## src/rtl/instr_encoder.sv

```systemverilog
// Instruction encoder/loader: validates opcode and immediate range, packs fields into a
// 19-bit word, and streams accepted words into instruction memory at increasing addresses.
module instr_encoder #(
    parameter int ADDR_W = 8
) (
    input  logic              clk,
    input  logic              reset,
    input  logic              clr,
    input  logic              in_valid,
    output logic              in_ready,
    input  logic [4:0]        op,
    input  logic [3:0]        rd,
    input  logic [3:0]        rs1,
    input  logic [3:0]        rs2,
    input  logic [1:0]        funct,
    input  logic [9:0]        imm,
    output logic              imem_we,
    output logic [ADDR_W-1:0] imem_addr,
    output logic [18:0]       imem_wdata,
    output logic              err,
    output logic              err_pulse,
    output logic              full,
    output logic [ADDR_W:0]   count
);

    localparam logic [0:0] FILLING = 1'b0;
    localparam logic [0:0] FULL    = 1'b1;

    logic [0:0]    state;
    logic          legal_op;
    logic          imm_ok;
    logic [18:0]   word;
    logic          accept;
    logic [ADDR_W:0] count_inc;

    assign full      = (state == FULL);
    assign in_ready  = !full && !clr;
    assign accept    = in_valid && in_ready;
    assign count_inc = count + (ADDR_W+1)'(1);

    // Format selection by opcode; only JAL carries the full 10-bit immediate,
    // every other format needs imm to sign-extend from its low 6 bits.
    always_comb begin
        legal_op = 1'b1;
        imm_ok   = (imm[9:5] == 5'b00000) || (imm[9:5] == 5'b11111);
        word     = '0;
        case (op)
            5'b00001: word = {op, rd, rs1, rs2, funct};
            5'b00010, 5'b00011, 5'b00101, 5'b00110,
            5'b00111, 5'b01001, 5'b01010, 5'b01011:
                word = {op, rd, rs1, imm[5:0]};
            5'b00100: word = {op, rs2, rs1, imm[5:0]};
            5'b01000, 5'b01110:
                word = {op, rs1, rs2, imm[5:0]};
            5'b10000: begin
                word   = {op, rd, imm};
                imm_ok = 1'b1;
            end
            default: legal_op = 1'b0;
        endcase
    end

    always_ff @(posedge clk or posedge reset) begin
        if (reset) begin
            state      <= FILLING;
            count      <= '0;
            imem_we    <= 1'b0;
            imem_addr  <= '0;
            imem_wdata <= '0;
            err        <= 1'b0;
            err_pulse  <= 1'b0;
        end else begin
            imem_we   <= 1'b0;
            err_pulse <= 1'b0;
            if (clr) begin
                state <= FILLING;
                count <= '0;
                err   <= 1'b0;
            end else if (accept) begin
                if (legal_op && imm_ok) begin
                    imem_we    <= 1'b1;
                    imem_addr  <= count[ADDR_W-1:0];
                    imem_wdata <= word;
                    count      <= count_inc;
                    // The carry into the top count bit means every address has been used.
                    if (count_inc[ADDR_W])
                        state <= FULL;
                end else begin
                    err_pulse <= 1'b1;
                    err       <= 1'b1;
                end
            end
        end
    end

endmodule
```

## config.mk

```make
export PLATFORM = sky130hd
export DESIGN_NAME = instr_encoder
export DESIGN_NICKNAME = d
export VERILOG_FILES = /design/src/rtl/instr_encoder.sv
export SDC_FILE = /design/constraint.sdc
export NUM_CORES = 1
export LEC_CHECK = 0
export CORE_UTILIZATION = 40
export DETAILED_ROUTE_END_ITERATION = 10
export GPL_TIMING_DRIVEN = 1
export HOLD_SLACK_MARGIN = 0.08
export PLACE_DENSITY = 0.81
export SLEW_MARGIN = 30
export SYNTH_ARGS = -nofsm -noshare
export SYNTH_HDL_FRONTEND = slang
export SYNTH_SLANG_ARGS = --single-unit
```

## constraint.sdc

```tcl
create_clock -name clk -period 2.3 [get_ports clk]
set_clock_uncertainty 0.15 [all_clocks]
set_input_delay 0.575 -clock clk [delete_from_list [all_inputs] [get_ports clk]]
set_output_delay 0.575 -clock clk [all_outputs]
set_load 0.02 [all_outputs]
```

; ---- Yosys cells after proc, flatten, opt, wreduce, memory -nomap -nowiden
; Index checks and enable logic that the tools add are counted.
; W data, S select, Z words.
[word_totals]
ff_bits = 40
latch_bits = 0
mem_bits_rw = 0
romBits = 0
output_inout_bits = 41
mem_count = 0
[op_classes]
add_sub_neg = 1
multipliers = 0
n_div = 0
n_lt_le_gt_ge = 0
eq_ne = 15
shift = 0
mux = 19
n_bitwise = 1
n_reduce_logical = 17
[op_table]
columns = operator, count
row1 = $pmux W19 S5, 1
row2 = $mux W9, 3
row3 = $eq A5 B4 Y1 const B, 5
row4 = $eq A5 B3 Y1 const B, 4
row5 = $mux W1, 15
row6 = $reduce_or A13 Y1, 1
row7 = $eq A5 B2 Y1 const B, 2
row8 = $eq A5 B5 Y1 const B, 2
row9 = $add A9 B1 Y9 const B, 1
row10 = $reduce_or A8 Y1, 1
row11 = $reduce_and A3 Y1, 2
row12 = $reduce_bool A2 Y1, 3
row13 = $eq A5 B1 Y1 const B, 1
row14 = $logic_not A5 Y1, 1
row15 = $reduce_and A2 Y1, 2
row16 = $logic_and A1 B1 Y1, 3
row17 = $logic_not A1 Y1, 2
row18 = $ne A2 B2 Y1 const B, 1
row19 = $reduce_or A2 Y1, 1
row20 = $logic_or A1 B1 Y1, 1
row21 = $not A1 Y1, 1

; ---- Longest topological paths before layout
[depth]
word_depth = 7
depth_mapped = 9
mapped_depth_nobuf = 6

; ---- Worst setup path after synthesis
; No wires, ideal clock.
[synth_timing]
path_type = in2reg
from = input op[1]
to = register count[6]
arrival_time_ps = 2143
required_ps = 2072
setup_slack_ps = -71
path_stages = 6
path_cell_list = buf_6 or4b_4 a21oi_4 o22ai_2 or4b_1 a21oi_1
[synth_via]
elab_chain_len = 6
elab_cells_between_ends = 19
[synth_lines]
columns = element, line_no
row1 = from (decl), 11  ; input logic [4:0] op,
row2 = "$eq A5 B5 Y1, or another cell as far along", 47  ; case (op)
row3 = $reduce_or A13 Y1 (no source line), n/a
row4 = $mux W1, 47
row5 = $logic_and A1 B1 Y1 *, 80  ; if (legal_op && imm_ok) begin
row6 = $reduce_bool A2 Y1 (no source line) *, n/a
row7 = $reduce_and A2 Y1 (no source line) *, n/a
row8 = to (signal assigned), 84  ; count <= count_inc;
row9 = to (decl), 23  ; output logic [ADDR_W:0] count
; Mark *: on every way between the ends. The rest lies on a longest branch, timed or not.
; A chain may end at the register's enable or synchronous reset.

; ---- Worst setup path in the final report
[layout_timing]
from = input imm[7]
to = register count[3]
[layout_via]
elab_chain_len = 6
elab_cells_between_ends = 7
[layout_lines]
columns = element, line_no
row1 = from (decl), 16  ; input logic [9:0] imm,
row2 = $eq A5 B5 Y1 / $logic_not A5 Y1 (equally long branches), 45  ; imm_ok = (imm[9:5] == 5'b00000) || (imm[9:5] == 5'b11111);
row3 = $logic_or A1 B1 Y1 *, 45
row4 = $mux W1 *, 47
row5 = $logic_and A1 B1 Y1 *, 80
row6 = $reduce_bool A2 Y1 (no source line) *, n/a
row7 = $reduce_and A2 Y1 (no source line) *, n/a
; Marks and branches as above.

==> impl_results.md <==
- Run status: finished clean
- Antenna diode count: 0
- Unique masters post-synth: 39
- Transition at the pin with the smallest max-transition slack: a little over 0.5 ns
- Height of the die: 72.1 um
- Number of iterations in the first detailed-routing pass: 6
- Number of violations reported at the end of detailed-routing iteration 0: approximately 200
- Root Driver: sky130_fd_sc_hd__clkbuf_8
- Weighted congestion reported at the end of routability-driven placement: 0.882
- Stage delay of the slowest cell on the critical path: 0.52 ns
- Commonest cells post-synth: 40 x sky130_fd_sc_hd__dfrtp_1, 23 x sky130_fd_sc_hd__o21ai_0, 20 x sky130_fd_sc_hd__nand2_1
- Max-Cap Viols: 0
- Switching share of power: 26.2%
- Cell type with the largest total area after synthesis: sky130_fd_sc_hd__dfrtp_1
- Number of endpoints with negative hold slack in the final report: 0
- Slew Limit Fails: 0
- Latest clock arrival within the worst-skew pair: about 0.30 ns
- Cell area after synthesis: 1960 um^2
- Synth top area cells: sky130_fd_sc_hd__dfrtp_1 51%, sky130_fd_sc_hd__o21ai_0 5.9%, sky130_fd_sc_hd__mux2_2 5.7%
- VDD IR-drop max: 0.328 mV
- I/O Buffers: 73
- Count of non-filler cells in the finished layout: 372
- Area taken by multi-input logic gates: 1020 um^2
- Met3 layer wire length in the routed design: ~440 um
- Clock tree buffer depth: 2
- CTS clock-pin slew for the worst setup and hold paths: 0.09 ns
- Net Sw Power: 0.451 mW
- Startpoint Class: input pin
- Worst hold slack across all endpoints: approximately 0.33 ns
- Sequential cell area: 1000 um^2
- Slew headroom: 66.2%
- Top routing layer in use: met4
- Clock tree from TritonCTS: done
- Minimum clock period: 2.24 ns
- DRC: 0
- Most frequently used cell type in the post-synthesis netlist: sky130_fd_sc_hd__dfrtp_1
- Primary FF master, synth: sky130_fd_sc_hd__dfrtp_1
- Final Setup Violations: 0
- Count of pins on the block boundary: 74
- Met1 layer wirelength in the final routing: 2.53 mm
- Biggest fanout along the worst timing path: 4
- Number of nets still failing antenna checks after routing: 0
- Post-route fraction of the period consumed by the critical path: between 90% and 100%
- Number of clock sinks seen by CTS: 40
- Width of the die: a little over 70 um
- Global-route wire length before repair: 9.56 mm
- Total routing usage reported by global routing: 24.0%
- Worst path arrival time: 2.32 ns
- Initial antenna violation count: 0
- Pleak: approximately 1.4 nW
- Number of buffers added by the clock tree synthesis step: 5
- Half-perimeter wire length after placement: 3.87 mm
- Total power of the final layout: 1.72 mW
- Deepest level of the CTS H-tree: 2
- Mean cell area of the mapped netlist: approximately 10 um^2
- Pin count of the biggest net entering global routing: roughly 40
- Initial cell density of the core: 41.6%
- Layout overhead on the synthesized area: 69.5%
- WL final: around 6 mm
- Number of placement rows: 25
- Average routed wire per standard cell: 16.5 um
- Via count of the first global-routing pass: 1960
- Post-layout worst setup margin: 0.0574 ns
- Max Fclk: 446 MHz
- Setup tns final: 0 ns
- Area inside the core boundary: 4720 um^2
- Critical path's slowest cell: sky130_fd_sc_hd__or4_4
- Critical Path End Type: flip-flop
- Cells traversed along the worst timing path: buf_8, or4_4, mux2i_2, buf_4, o22ai_4, buf_6, or3_1, a21oi_1
- Critical path class: in -> reg
- Clock power share: 36.1%
- Area share of the leading cell type in the synthesized netlist: slightly above 50%
- Met2 WL: ~3 mm
- DIE AREA: 5200 um^2
- Via density per instance: ~5.5
- Relative contribution of sequential cells to total power: 43.7%
- Layout Utilization: 70.5%
- Post-Synthesis Cells: 190
- Fillcell total: roughly 340
- Fraction of registers with async set/reset: 100%
- Post-synthesis sequential element count: 40
- Unrepaired setup endpoints after global routing: true
- Design area: about 3300 um^2
- Required time of the worst setup path: ~2.4 ns
- Post-layout net count: 338
- Gate power share: 20.3%
- Post-synthesis sequential area ratio: between 50% and 60%
- Gr ovfl total: 0
- Net count of the mapped netlist: 224
- Syn. warnings: 0
- Power per cell area: 517 nW/um^2
- Fraction of final layout cells with drive strength greater than 1: 29.8%
- Placed cell areas: 3010 um^2
- Vias post-DR: between 2000 and 2500
- Worst setup slack before clock tree synthesis: -0.594 ns
- Number of enable-type register cells in the synthesized netlist: 0
- Number of placed instances, taps included: 352
- Total internal power: 1.27 mW
- Class of the tightest hold or removal check: reg -> reg
-- what timing repair did --
action | 4_1_cts | 5_1_grt
hold buffers | 0 | 0
pin swaps | 12 | 12
resized for setup | 29 | 24
buffers inserted | 7 | 3
cloned | 2 | 0
endpoints found under the setup margin | 39 | 21
-- worst paths after layout --
path	from	to	slack (ns)	cells past startpoint
max	imm[7]	count[3]$_DFFE_PP0P_	0.06	8
min	imem_wdata[7]$_DFFE_PP0P_	imem_wdata[7]$_DFFE_PP0P_	0.33	2
max reg2reg	count[0]$_DFFE_PP0P_	count[8]$_DFFE_PP0P_	0.45	6
min reg2reg	imem_wdata[7]$_DFFE_PP0P_	imem_wdata[7]$_DFFE_PP0P_	0.33	2
max in group asynchronous	reset	count[1]$_DFFE_PP0P_	1.09	3
min in group asynchronous	reset	imem_wdata[1]$_DFFE_PP0P_	0.55	3
-- layer usage --
metal | vias up | GRT usage, %
met3 | 17 | 5.97
li1 | 945 | -
met5 | - | 0
met2 | 107 | 40.8
met1 | 975 | 29.9
met4 | 0 | 7.84
-- cells in the final DEF, fill, tap and decap left out, types with 4 or more instances in the layout --
| cell | instances |
|---|---|
| sky130_fd_sc_hd__buf_4 | 41 |
| sky130_fd_sc_hd__nand3_1 | 5 |
| sky130_fd_sc_hd__nand2_1 | 20 |
| sky130_fd_sc_hd__buf_6 | 5 |
| sky130_fd_sc_hd__a22oi_1 | 6 |
| sky130_fd_sc_hd__o21ai_0 | 21 |
| sky130_fd_sc_hd__clkdlybuf4s50_1 | 63 |
| sky130_fd_sc_hd__a222oi_1 | 8 |
| sky130_fd_sc_hd__or3_1 | 4 |
| sky130_fd_sc_hd__a21oi_2 | 4 |
| sky130_fd_sc_hd__mux2_2 | 10 |
| sky130_fd_sc_hd__inv_1 | 5 |
| sky130_fd_sc_hd__dfrtp_1 | 40 |
| sky130_fd_sc_hd__a21oi_1 | 6 |
| sky130_fd_sc_hd__nor2_1 | 9 |
| sky130_fd_sc_hd__clkbuf_8 | 6 |
-- cell type report --
class | count | share of cell area, %
well taps | 67 | 2.52
multi-input cells | 133 | 30.6
clock buffers | 6 | 2.48
clock inverters | 2 | 1.16
repair buffers | 119 | 32.6
flip-flops and latches | 40 | 30.1
inverters | 5 | 0.564
-- registers in the layout, indices dropped and copies added, names as in the netlist --
register / cells
imem_wdata: 19
count: 9
imem_addr: 8
err: 1
err_pulse: 1
full: 1
imem_we: 1
-- power by group through the flow --
stage	Sequential, mW	Combinational, mW	Clock [mW]
after global placement	0.764	0.317	0
after global routing	0.754	0.374	0.657
after detailed placement	0.766	0.322	0
after floorplan	0.806	0.0970	0
final	0.751	0.348	0.620
after CTS	0.752	0.337	0.623
-- kinds of logic after synthesis --
family | share of synthesized area [%]
AOI/OAI and AO/OA | 20.9
xor gates and xnor gates | 1.34
adders and majority gates | 0.637
buffers and inverters | 4.78
DFF | 51.0
muxes | 6.75
and+or+nand+nor | 14.7
-- critical path, delay by kind of cell --
family	cells	cell delay [ns]
AND/OR/NAND/NOR	2	0.86
buffers and inverters	3	0.43
AO/OA/AOI/OAI	2	0.27
multiplexers	1	0.19
Note: power is estimated with default switching activity, not from simulation.
